File: config.mk
export PLATFORM = sky130hd
export DESIGN_NAME = qrd_snapshot_feeder
export DESIGN_NICKNAME = d
export VERILOG_FILES = /design/src/rtl/qrd_feed_pkg.sv /design/src/rtl/qrd_feed_fifo.sv /design/src/rtl/qrd_snapshot_feeder.sv
export SDC_FILE = /design/constraint.sdc
export NUM_CORES = 1
export LEC_CHECK = 0
export BUFFER_PORTS_ARGS = -buffer_cell sky130_fd_sc_hd__buf_2
export CORE_MARGIN = 8
export CORE_UTILIZATION = 51
export CTS_BUF_LIST = sky130_fd_sc_hd__clkbuf_4 sky130_fd_sc_hd__clkbuf_8 sky130_fd_sc_hd__clkbuf_16
export CTS_CLUSTER_SIZE = 20
export DETAILED_ROUTE_END_ITERATION = 6
export PLACE_DENSITY = 0.75
export SYNTH_ARGS = -nofsm -noshare
export SYNTH_HDL_FRONTEND = slang
export SYNTH_HIERARCHICAL = 1
export SYNTH_SLANG_ARGS = --single-unit
File: constraint.sdc
create_clock -name clk -period 2.7 [get_ports clk]
set_input_delay 0.81 -clock clk [delete_from_list [all_inputs] [get_ports clk]]
set_output_delay 0.81 -clock clk [all_outputs]
set_load 0.02 [all_outputs]
File: src/rtl/qrd_feed_pkg.sv
// ----------------------------------------------------------------------------
// qrd_feed_pkg
// Shared definitions for the QRD-RLS snapshot feeder: default sample width,
// tap count of the 4x4 systolic array, feeder FSM states, the FIFO entry
// layout and the most-negative / most-negative+1 clip codes.
// ----------------------------------------------------------------------------
package qrd_feed_pkg;

    localparam int DATA_LENGTH_DEF = 8;
    // Snapshot length; the downstream array is 4x4, so this is fixed.
    localparam int TAPS = 4;

    typedef enum logic [1:0] {
        PRIME = 2'd0,   // filling the tap line, no snapshots issued
        READY = 2'd1,   // next pop issues a snapshot
        WAIT  = 2'd2    // pacing the array's per-snapshot throughput
    } feed_state_t;

    typedef struct packed {
        logic [DATA_LENGTH_DEF-1:0] x;
        logic [DATA_LENGTH_DEF-1:0] d;
    } fifo_entry_t;

    localparam logic [DATA_LENGTH_DEF-1:0] SAMPLE_MIN    = {1'b1, {(DATA_LENGTH_DEF-1){1'b0}}};
    localparam logic [DATA_LENGTH_DEF-1:0] SAMPLE_MIN_P1 = SAMPLE_MIN + 1'b1;

endpackage

File: src/rtl/qrd_feed_fifo.sv
// ----------------------------------------------------------------------------
// qrd_feed_fifo
// Synchronous FIFO holding (x, d) sample pairs ahead of the tap line.
// Read data is the head entry, presented combinationally (show-ahead).
// Ports:
//   clk, rst    clock / synchronous active-high reset
//   i_flush     synchronous clear of pointers and occupancy
//   i_push      write i_data (caller guarantees not full)
//   i_pop       drop head entry (caller guarantees not empty)
//   o_data      head entry
//   o_count     occupancy, 0..DEPTH
//   o_full      occupancy == DEPTH
//   o_empty     occupancy == 0
// ----------------------------------------------------------------------------
module qrd_feed_fifo #(
    parameter int WIDTH = 16,
    parameter int DEPTH = 4     // power of two, >= 2
) (
    input  logic                     clk,
    input  logic                     rst,
    input  logic                     i_flush,
    input  logic                     i_push,
    input  logic [WIDTH-1:0]         i_data,
    input  logic                     i_pop,
    output logic [WIDTH-1:0]         o_data,
    output logic [$clog2(DEPTH):0]   o_count,
    output logic                     o_full,
    output logic                     o_empty
);

    localparam int AW = $clog2(DEPTH);

    logic [WIDTH-1:0] r_mem [DEPTH];
    logic [AW-1:0]    r_wr_ptr;
    logic [AW-1:0]    r_rd_ptr;
    logic [AW:0]      r_count;

    // NOTE: sequential state is always assigned with <= so every register
    // samples the pre-edge values of its neighbours.
    always_ff @(posedge clk) begin
        if (rst || i_flush) begin
            r_wr_ptr <= '0;
            r_rd_ptr <= '0;
            r_count  <= '0;
        end else begin
            // Pointers are exactly AW bits wide, so they wrap modulo DEPTH.
            if (i_push) r_wr_ptr <= r_wr_ptr + 1'b1;
            if (i_pop)  r_rd_ptr <= r_rd_ptr + 1'b1;
            case ({i_push, i_pop})
                2'b10:   r_count <= r_count + 1'b1;
                2'b01:   r_count <= r_count - 1'b1;
                default: r_count <= r_count;
            endcase
        end
    end

    // NOTE: the storage array has no reset; the pointers and count alone
    // decide which entries are valid, so stale contents are never observed.
    always_ff @(posedge clk) begin
        if (i_push) r_mem[r_wr_ptr] <= i_data;
    end

    assign o_data  = r_mem[r_rd_ptr];
    assign o_count = r_count;
    assign o_full  = (r_count == (AW+1)'(DEPTH));
    assign o_empty = (r_count == '0);

endmodule

File: src/rtl/qrd_snapshot_feeder.sv
// ----------------------------------------------------------------------------
// qrd_snapshot_feeder
// Upstream stage of the 4x4 QRD-RLS systolic array. Buffers (x, d) pairs in
// a FIFO, shifts x through a 4-deep tap line and drives the snapshot
// {x[n], x[n-1], x[n-2], x[n-3]} plus d[n] onto the array, with one arr_start
// pulse per snapshot, spaced at least ISSUE_GAP cycles apart.
// Optional feature macro: QRD_FEED_CLIP_EN (clip most-negative code to
// most-negative+1 on entry and raise sticky clip_seen).
// Ports:
//   clk, rst         clock / synchronous active-high reset
//   s_valid/s_ready  sample-pair handshake; s_x, s_d sample inputs
//   flush            synchronous clear of FIFO, taps and priming
//   arr_bc1..arr_ic3 x[n]..x[n-3] to the array; arr_sk d[n]
//   arr_start        1-cycle snapshot start pulse
//   fifo_level       FIFO occupancy
//   clip_seen        sticky clip flag (0 when the clip feature is off)
// ----------------------------------------------------------------------------
module qrd_snapshot_feeder
    import qrd_feed_pkg::*;
#(
    parameter int DATA_LENGTH = DATA_LENGTH_DEF,
    parameter int FIFO_DEPTH  = 4,
    parameter int ISSUE_GAP   = 24
) (
    input  logic                          clk,
    input  logic                          rst,
    input  logic                          s_valid,
    output logic                          s_ready,
    input  logic [DATA_LENGTH-1:0]        s_x,
    input  logic [DATA_LENGTH-1:0]        s_d,
    input  logic                          flush,
    output logic [DATA_LENGTH-1:0]        arr_bc1,
    output logic [DATA_LENGTH-1:0]        arr_ic1,
    output logic [DATA_LENGTH-1:0]        arr_ic2,
    output logic [DATA_LENGTH-1:0]        arr_ic3,
    output logic [DATA_LENGTH-1:0]        arr_sk,
    output logic                          arr_start,
    output logic [$clog2(FIFO_DEPTH):0]   fifo_level,
    output logic                          clip_seen
);

    localparam int GW         = $clog2(ISSUE_GAP);
    localparam int PRIME_POPS = TAPS - 1;   // pops needed before the first full snapshot

    feed_state_t              r_state;
    feed_state_t              w_state_nxt;
    logic [GW-1:0]            r_gap_cnt;
    logic [1:0]               r_prime_cnt;
    logic                     r_start;
    logic [DATA_LENGTH-1:0]   r_tap0, r_tap1, r_tap2, r_tap3, r_d;

    logic                     w_push, w_pop, w_issue, w_full, w_empty;
    logic [DATA_LENGTH-1:0]   w_x_in, w_d_in;
    logic [2*DATA_LENGTH-1:0] w_head;

    // flush wins over a same-cycle push; the offered pair is dropped.
    assign s_ready = !w_full;
    assign w_push  = s_valid && s_ready && !flush;

`ifdef QRD_FEED_CLIP_EN
    localparam logic [DATA_LENGTH-1:0] W_MIN    = {1'b1, {(DATA_LENGTH-1){1'b0}}};
    localparam logic [DATA_LENGTH-1:0] W_MIN_P1 = W_MIN + 1'b1;

    logic r_clip_seen;

    // Keep the range symmetric so the array never sees -1.0.
    assign w_x_in = (s_x == W_MIN) ? W_MIN_P1 : s_x;
    assign w_d_in = (s_d == W_MIN) ? W_MIN_P1 : s_d;

    always_ff @(posedge clk) begin
        if (rst || flush)
            r_clip_seen <= 1'b0;
        else if (w_push && ((s_x == W_MIN) || (s_d == W_MIN)))
            r_clip_seen <= 1'b1;
    end

    assign clip_seen = r_clip_seen;
`else
    assign w_x_in    = s_x;
    assign w_d_in    = s_d;
    assign clip_seen = 1'b0;
`endif

    qrd_feed_fifo #(
        .WIDTH (2*DATA_LENGTH),
        .DEPTH (FIFO_DEPTH)
    ) u_fifo (
        .clk     (clk),
        .rst     (rst),
        .i_flush (flush),
        .i_push  (w_push),
        .i_data  ({w_x_in, w_d_in}),
        .i_pop   (w_pop),
        .o_data  (w_head),
        .o_count (fifo_level),
        .o_full  (w_full),
        .o_empty (w_empty)
    );

    // ---- FSM: state register ----
    always_ff @(posedge clk) begin
        if (rst || flush) r_state <= PRIME;
        else              r_state <= w_state_nxt;
    end

    // ---- FSM: next state ----
    // NOTE: every always_comb output gets a default first, so no path can
    // leave it unassigned and infer a latch.
    always_comb begin
        w_state_nxt = r_state;
        case (r_state)
            PRIME:   if (!w_empty && r_prime_cnt == 2'(PRIME_POPS-1)) w_state_nxt = READY;
            READY:   if (!w_empty && r_gap_cnt == '0)                 w_state_nxt = WAIT;
            // Leave one cycle early: the counter reaches 0 as READY is entered,
            // which makes consecutive pulses exactly ISSUE_GAP cycles apart.
            WAIT:    if (r_gap_cnt <= GW'(1))                         w_state_nxt = READY;
            default: w_state_nxt = PRIME;
        endcase
    end

    // ---- FSM: outputs ----
    always_comb begin
        w_pop   = 1'b0;
        w_issue = 1'b0;
        case (r_state)
            PRIME: w_pop = !w_empty;
            READY: begin
                w_pop   = !w_empty && (r_gap_cnt == '0);
                w_issue = w_pop;
            end
            default: ;
        endcase
    end

    // ---- Tap line, d register, pacing and priming counters ----
    always_ff @(posedge clk) begin
        if (rst || flush) begin
            r_tap0      <= '0;
            r_tap1      <= '0;
            r_tap2      <= '0;
            r_tap3      <= '0;
            r_d         <= '0;
            r_start     <= 1'b0;
            r_gap_cnt   <= '0;
            r_prime_cnt <= '0;
        end else begin
            // Registered so the pulse lines up with the freshly shifted taps.
            r_start <= w_issue;

            if (w_pop) begin
                r_tap3 <= r_tap2;
                r_tap2 <= r_tap1;
                r_tap1 <= r_tap0;
                r_tap0 <= w_head[2*DATA_LENGTH-1:DATA_LENGTH];
                r_d    <= w_head[DATA_LENGTH-1:0];
            end

            if (r_state == PRIME && w_pop)
                r_prime_cnt <= (r_prime_cnt == 2'(PRIME_POPS-1)) ? 2'd0 : r_prime_cnt + 2'd1;

            if (w_issue)
                r_gap_cnt <= GW'(ISSUE_GAP-1);
            else if (r_state == WAIT && r_gap_cnt != '0)
                r_gap_cnt <= r_gap_cnt - 1'b1;
        end
    end

    assign arr_bc1   = r_tap0;
    assign arr_ic1   = r_tap1;
    assign arr_ic2   = r_tap2;
    assign arr_ic3   = r_tap3;
    assign arr_sk    = r_d;
    assign arr_start = r_start;

endmodule
Word-level counts from Yosys, hierarchy flattened

Memories as Yosys holds them, arrays and structs flattened. A register that Yosys moved wholly into a read port is not among the register bits.
Index checks and enable logic that the tools add are counted.

Add/sub/neg operators: 6
$lt $le $gt $ge: 1
Equal/unequal tests: 9
Mux-type cells: 12
Reduce and logical (&&, ||, !) cells: 18

Operators with widths:

| kind                                                                   | count |
|---|---|
| 5-bit two-way mux                                                      | 2 |
| 2-bit two-way mux                                                      | 4 |
| 2-bit by 1-bit adder with 2-bit output (second input constant)         | 3 |
| 2-bit == test (second input constant)                                  | 3 |
| 1-bit logical AND                                                      | 6 |
| 2-bit != test (second input constant)                                  | 3 |
| 2-bit case mux with 3 select lines                                     | 1 |
| 3-bit case mux with 2 select lines                                     | 1 |
| 5-bit by 1-bit <= comparator with 1-bit output (second input constant) | 1 |
| 5-bit zero test                                                        | 1 |
| 5-bit nonzero test                                                     | 1 |
| 5-bit by 1-bit subtractor with 5-bit output (second input constant)    | 1 |
| 2-bit by 1-bit == test with 1-bit output (second input constant)       | 2 |
| 2-bit nonzero test                                                     | 2 |
| 3-bit by 1-bit adder with 3-bit output (second input constant)         | 1 |
| 3-bit == test (second input constant)                                  | 1 |
| 1-bit zero test                                                        | 3 |
| 3-bit zero test                                                        | 1 |
| 1-bit two-way mux                                                      | 3 |
| 3-bit AND reduction                                                    | 1 |
| 3-bit by 1-bit subtractor with 3-bit output (second input constant)    | 1 |
| 2-bit zero test                                                        | 1 |
| 1-bit case mux with 2 select lines                                     | 1 |
| 2-bit OR reduction                                                     | 1 |
| 1-bit logical OR                                                       | 1 |

Register bits after elaboration: 41
Memory bits (writable): 64
Input port bits: 20
Output and inout bits: 46
Logic and storage cells: 58
Memories kept: 1

Memories:

| memory       | depth | width | rd ports | clocked after Yosys merged registers in | wr ports | RTL line            | text |
|---|---|---|---|---|---|---|---|
| u_fifo.r_mem | 4     | 16    | 1        | 1                                       | 1        | qrd_feed_fifo.sv:33 | `logic [WIDTH-1:0] r_mem [DEPTH];` |

Longest topological paths before layout

Word-level depth: 6
Depth in mapped cells: 12
Gate-level depth less buffers: 11

Modules after synthesis

The synthesis kept the hierarchy.

By module, submodules not included:

| module              | instances | cells each | area an instance (um^2) | sequential area each (um^2) |
|---|---|---|---|---|
| qrd_feed_fifo       | 1         | 132        | 2786.4                  | 2102.0 |
| qrd_snapshot_feeder | 1         | 239        | 1908.1                  | 1001.0 |

Worst setup path before layout

Ideal clock, no wire load.

Kind: reg-to-reg
From: register r_gap_cnt[0]
To: register u_fifo.r_count[2] (netlist: u_fifo/o_count[2])
Setup time: 0.070 ns
Arrival time: 2.476 ns
Slack: 0.154 ns
Cell stages (with the launch flop): 13
Path buffers: 1
Clock period less this slack: 2.546 ns
Cells stage by stage: dfxtp_1 > inv_1 > ha_1 > nor4b_1 > o21ai_1 > inv_2 > buf_2 > ha_1 > inv_1 > fa_1 > xor2_1 > or3_1 > a21oi_1

Word-level cells in the longest chain between the ends: 5
Elaborated cells between the ends (all ways): 7
Classes of those cells: 2 x eq/ne; 2 x mux; 3 x reduce/logical

Ends and longest elaborated chain:

| element                                                                   | RTL line                   | text |
|---|---|---|
| start, declared                                                           | qrd_snapshot_feeder.sv:47  | `logic [GW-1:0] r_gap_cnt;` |
| start signal, assigned                                                    | qrd_snapshot_feeder.sv:162 | `r_gap_cnt <= GW'(ISSUE_GAP-1);` |
| start signal, assigned                                                    | qrd_snapshot_feeder.sv:164 | `r_gap_cnt <= r_gap_cnt - 1'b1;` |
| 5-bit zero test (*)                                                       | qrd_snapshot_feeder.sv:128 | `w_pop = !w_empty && (r_gap_cnt == '0);` |
| 1-bit logical AND (*)                                                     | qrd_snapshot_feeder.sv:128 |  |
| 1-bit case mux with 2 select lines (*)                                    | qrd_snapshot_feeder.sv:125 | `case (r_state)` |
| net w_pop                                                                 | qrd_snapshot_feeder.sv:52  | `logic w_push, w_pop, w_issue, w_full, w_empty;` |
| 2-bit by 1-bit == test with 1-bit output or 2-bit == test (tied branches) | qrd_feed_fifo.sv:49        | `case ({i_push, i_pop})` |
| 3-bit case mux with 2 select lines or 2-bit nonzero test (tied branches)  | -                          |  |
| end signal, assigned                                                      | qrd_feed_fifo.sv:50        | `2'b10: r_count <= r_count + 1'b1;` |
| end signal, assigned                                                      | qrd_feed_fifo.sv:51        | `2'b01: r_count <= r_count - 1'b1;` |
| end signal, assigned                                                      | qrd_feed_fifo.sv:52        | `default: r_count <= r_count;` |
| end, declared                                                             | qrd_feed_fifo.sv:36        | `logic [AW:0] r_count;` |

Mark *: on every way through the listed nets, which the timed path passes. The rest lies on a longest branch.
A chain may end at the register's enable or synchronous reset.

Worst setup path in the final report

From: register r_gap_cnt[1]
To: register u_fifo.r_count[2] (netlist: u_fifo/o_count[2])

Word-level cells in the longest chain between the ends: 5
Elaborated cells between the ends (all ways): 7
Classes of those cells: 2 x eq/ne; 2 x mux; 3 x reduce/logical

Ends and longest elaborated chain:

| element                                                                   | RTL line |
|---|---|
| 5-bit zero test (*)                                                       | qrd_snapshot_feeder.sv:128 |
| 1-bit logical AND (*)                                                     | qrd_snapshot_feeder.sv:128 |
| 1-bit case mux with 2 select lines (*)                                    | qrd_snapshot_feeder.sv:125 |
| 2-bit by 1-bit == test with 1-bit output or 2-bit == test (tied branches) | qrd_feed_fifo.sv:49 |
| 3-bit case mux with 2 select lines or 2-bit nonzero test (tied branches)  | - |

Mark *: on every way between the ends. The rest lies on a longest branch, timed or not.

==> metrics.yaml <==
via_count: 2983
post_synthesis_sequential_area_ratio_pct: 66.1
route.detailed.vias_per_inst: 5.26
status: "finished clean"
yosys_register_bits: 123
wire_per_inst_um: 16.0
cts.path.max_buffers: 2
design.core.area_um2: 9060
share_of_the_cycle_needed_by_the_critical_path_after_routing_pct: 89.1
antenna_found_initial: 1
clock-root-buffer: "sky130_fd_sc_hd__clkbuf_8"
finalClockSkew_ns: 0.00785
achievable-frequency_ghz: 0.416
area.growth.synth_to_final_pct: 22.2
total_wirelength_um: 9100
grt_start_max_net_pins: 50
holdCritPathClass: "reg -> reg"
grt_remaining_overflow: 0
grt_pass1_wl_um: 15000
final-max-slew-violation-count: 0
ys.warnings.count: 6
post-route-min-period_ns: 2.40
hpwl_um: 6010
fin_ws_ns: 0.295
drv.max_cap_violation_count: 0
synth_common_cells: "86 x sky130_fd_sc_hd__nand2_1, 64 x sky130_fd_sc_hd__edfxtp_1, 59 x sky130_fd_sc_hd__dfxtp_1"
place.gp.congestion: 0.830
reg2reg_from: "r_gap_cnt[1]$_SDFFE_PP0P_"
largest_driver_fanout_on_the_critical_path: 4
io-pin-count: 66
crit_end: "u_fifo/o_count[2]$_SDFFE_PP0P_"
asyncSetResetFlopFracSynth_pct: 0
die_y_um: 112
netlist-cell-type-count: 44
timing_hold_violations_final: 0
router_iterations_before_antenna_repair: 4
floorplan.rows: 35
dieWidth_um: 112
cts-htree-levels: 4
criticalPathCategory: "reg -> reg"
num-fill-cells: 681
synthTopCellsByArea: "sky130_fd_sc_hd__edfxtp_1 41%, sky130_fd_sc_hd__dfxtp_1 25%, sky130_fd_sc_hd__nand2_1 6.9%, sky130_fd_sc_hd__a21oi_1 5.1%, sky130_fd_sc_hd__mux4_2 4.8%"
cts.clk_slew.worst_paths_ns: 0.06
finalSetupTns_ns: 0
io_buffer_count: 64
postSynthCellCount: 371
post_route_cells_drive_above_1_share_pct: 27.2
slowest_cp_cell: "sky130_fd_sc_hd__fa_1"
slew-limit-headroom_pct: 49.7
first_global_vias: 2975
timing.critical_path.to_type: "register"
cp-start-kind: "register"
holdBufCountCts: 0
netlist_area_um2: 4690
power.static_leakage_nw: 2.10
clock_sinks: 123
synthesis.nets: 400
cts_made_buffers: 17
synth-edff-count: 64
die_area_um2: 12500
worst_ep_arrival_time_ns: 2.84
drc: 0
initial_utilization_pct: 51.8
synthMostInstantiatedCell: "sky130_fd_sc_hd__nand2_1"
diodes: 0
power_per_cell_area_nw_per_um2: 793
cts_tree: "yes"
tightestPinTransition_ns: 0.753
reg2reg_slack_ns: 0.30
finalSetupViolations: 0
timing.critical_path.slowest_cell_delay_ns: 0.37
global_route.usage.total_pct: 15.1
reg2reg_depth: 11
drt-initial-drc-count: 178
final_antenna_net_count: 0
synth_top_area_cell: "sky130_fd_sc_hd__edfxtp_1"
ir_worst_vdd_mv: 0.579
design.final.nets: 472
startpoint_of_the_most_critical_setup_path: "r_gap_cnt[1]$_SDFFE_PP0P_"
critPathRequiredTime_ns: 3.13
crit_path_cell_trace: "inv_1 > ha_1 > nor4b_2 > o21ai_2 > inv_2 > ha_1 > inv_1 > fa_1 > xor2_1 > or3_1 > a21oi_1"
grt_setup_unrepaired: "false"
post_place_setup_slack_ns: 0.182
post-synth-top-area-fraction_pct: 40.9
clkLatencyLatePin_ns: 0.50
r2r-end: "u_fifo/o_count[2]$_SDFFE_PP0P_"
syn-mean-instance-area_um2: 12.7
ys.flop_type: "sky130_fd_sc_hd__edfxtp_1"
-- metal layers --
metal	global-route usage (%)	routed length, um	share of wire (%)
met1	18.0	4000	44
met2	24.7	4490	49
met3	5.09	477	5.2
met4	5.67	125	1.4
met5	0	8	0.088
-- through the flow --
| stage | util, % | hold slack, ns | total power [mW] | instance area [um2] | std cells |
|---|---|---|---|---|---|
| finish | 63.3 | 0.450 | 4.55 | 5740 | 567 |
| global placement | 56.4 | 0.438 | 2.26 | 5110 | 535 |
| detailed placement | 56.4 | 0.444 | 2.27 | 5110 | 535 |
| global route | 63.3 | 0.478 | 4.69 | 5740 | 567 |
| floorplan | - | 0.454 | 2.20 | 4690 | 371 |
| CTS | 63.2 | 0.452 | 4.58 | 5730 | 567 |
-- kinds of logic (layout without fill, tap and decap cells) --
family / Yosys count / after routing / share of synthesized area [%]
flip-flops: 123 / 123 / 66.1
adder cells (fa/ha/maj): 9 / 9 / 2.56
multiplexers: 18 / 18 / 8.69
buffers and inverters: 32 / 117 / 3.30
XOR/XNOR: 6 / 6 / 1.12
AND/OR/NAND/NOR: 124 / 124 / 11.5
other: 1 / 1 / 0.0799
AO/OA/AOI/OAI: 58 / 58 / 6.69
-- report_power, final --
part	internal (mW)	total, mW	switching [mW]
Sequential	1.99	2.01	0.0130
Clock	1.45	2.33	0.879
Combinational	0.0743	0.221	0.146
-- critical path: cells and delay by family, from the launching register on --
family	cells	cell delay, ns
AO/OA/AOI/OAI	2	0.26
adder cells (fa/ha/maj)	3	0.73
XOR/XNOR	1	0.17
buffers and inverters	3	0.26
AND/OR/NAND/NOR	2	0.60
flip-flops	1	0.32
-- final cells by class --
class | count | area (um2) | area share, %
clock buffers | 17 | 414 | 7.22
well taps | 111 | 139 | 2.42
multi-input cells | 216 | 1450 | 25.2
clock inverters | 15 | 201 | 3.51
flip-flops and latches | 123 | 3100 | 54.1
repair buffers | 73 | 388 | 6.76
inverters | 12 | 45.0 | 0.785
-- how the worst min path moves through the flow --
stage,cells past startpoint,slack (ns),startpoint,to
after floorplan,2,0.45,r_prime_cnt[1]$_SDFFE_PP0P_,r_prime_cnt[1]$_SDFFE_PP0P_
after global placement,2,0.44,arr_ic3[6]$_SDFFE_PP0P_,arr_ic3[6]$_SDFFE_PP0P_
after detailed placement,2,0.44,arr_ic3[6]$_SDFFE_PP0P_,arr_ic3[6]$_SDFFE_PP0P_
after CTS,2,0.45,arr_ic3[6]$_SDFFE_PP0P_,arr_ic3[6]$_SDFFE_PP0P_
after global routing,2,0.48,arr_sk[3]$_SDFFE_PP0P_,arr_sk[3]$_SDFFE_PP0P_
final,2,0.45,arr_ic3[6]$_SDFFE_PP0P_,arr_ic3[6]$_SDFFE_PP0P_
-- cell usage in the layout (no fill, tap or decap), drive strengths merged, types with 2 or more instances in the layout --
cell type  netlist  final
xor2             3      3
inv             12     21
nand2           86     86
and2             4      4
nand3            2      2
xnor2            3      3
buf              9     73
o21ai            2      2
or3              2      2
nor3             3      3
edfxtp          64     64
nor2            15     15
nor4b            2      2
clkinv           0      3
a21oi           49     49
or2              2      2
ha               8      8
mux4            16     16
bufinv           0      3
clkbuf          11     17
nor3b            2      2
dfxtp           59     59
and3             2      2
-- timing repair --
action,4_1_cts,5_1_grt
setup buffers,0,0
gates resized for setup,0,1
setup endpoints to repair,0,1
-- state kept, by name, indices dropped and copies added, names as in the netlist, named ones only --
signal           count
u_fifo/r_mem        64
arr_bc1              8
arr_ic1              8
arr_ic2              8
arr_ic3              8
arr_sk               8
r_gap_cnt            5
u_fifo/o_count       3
r_prime_cnt          2
r_state              2
u_fifo/r_rd_ptr      2
u_fifo/r_wr_ptr      2
arr_start            1
Power figures use the tool's default switching activity.
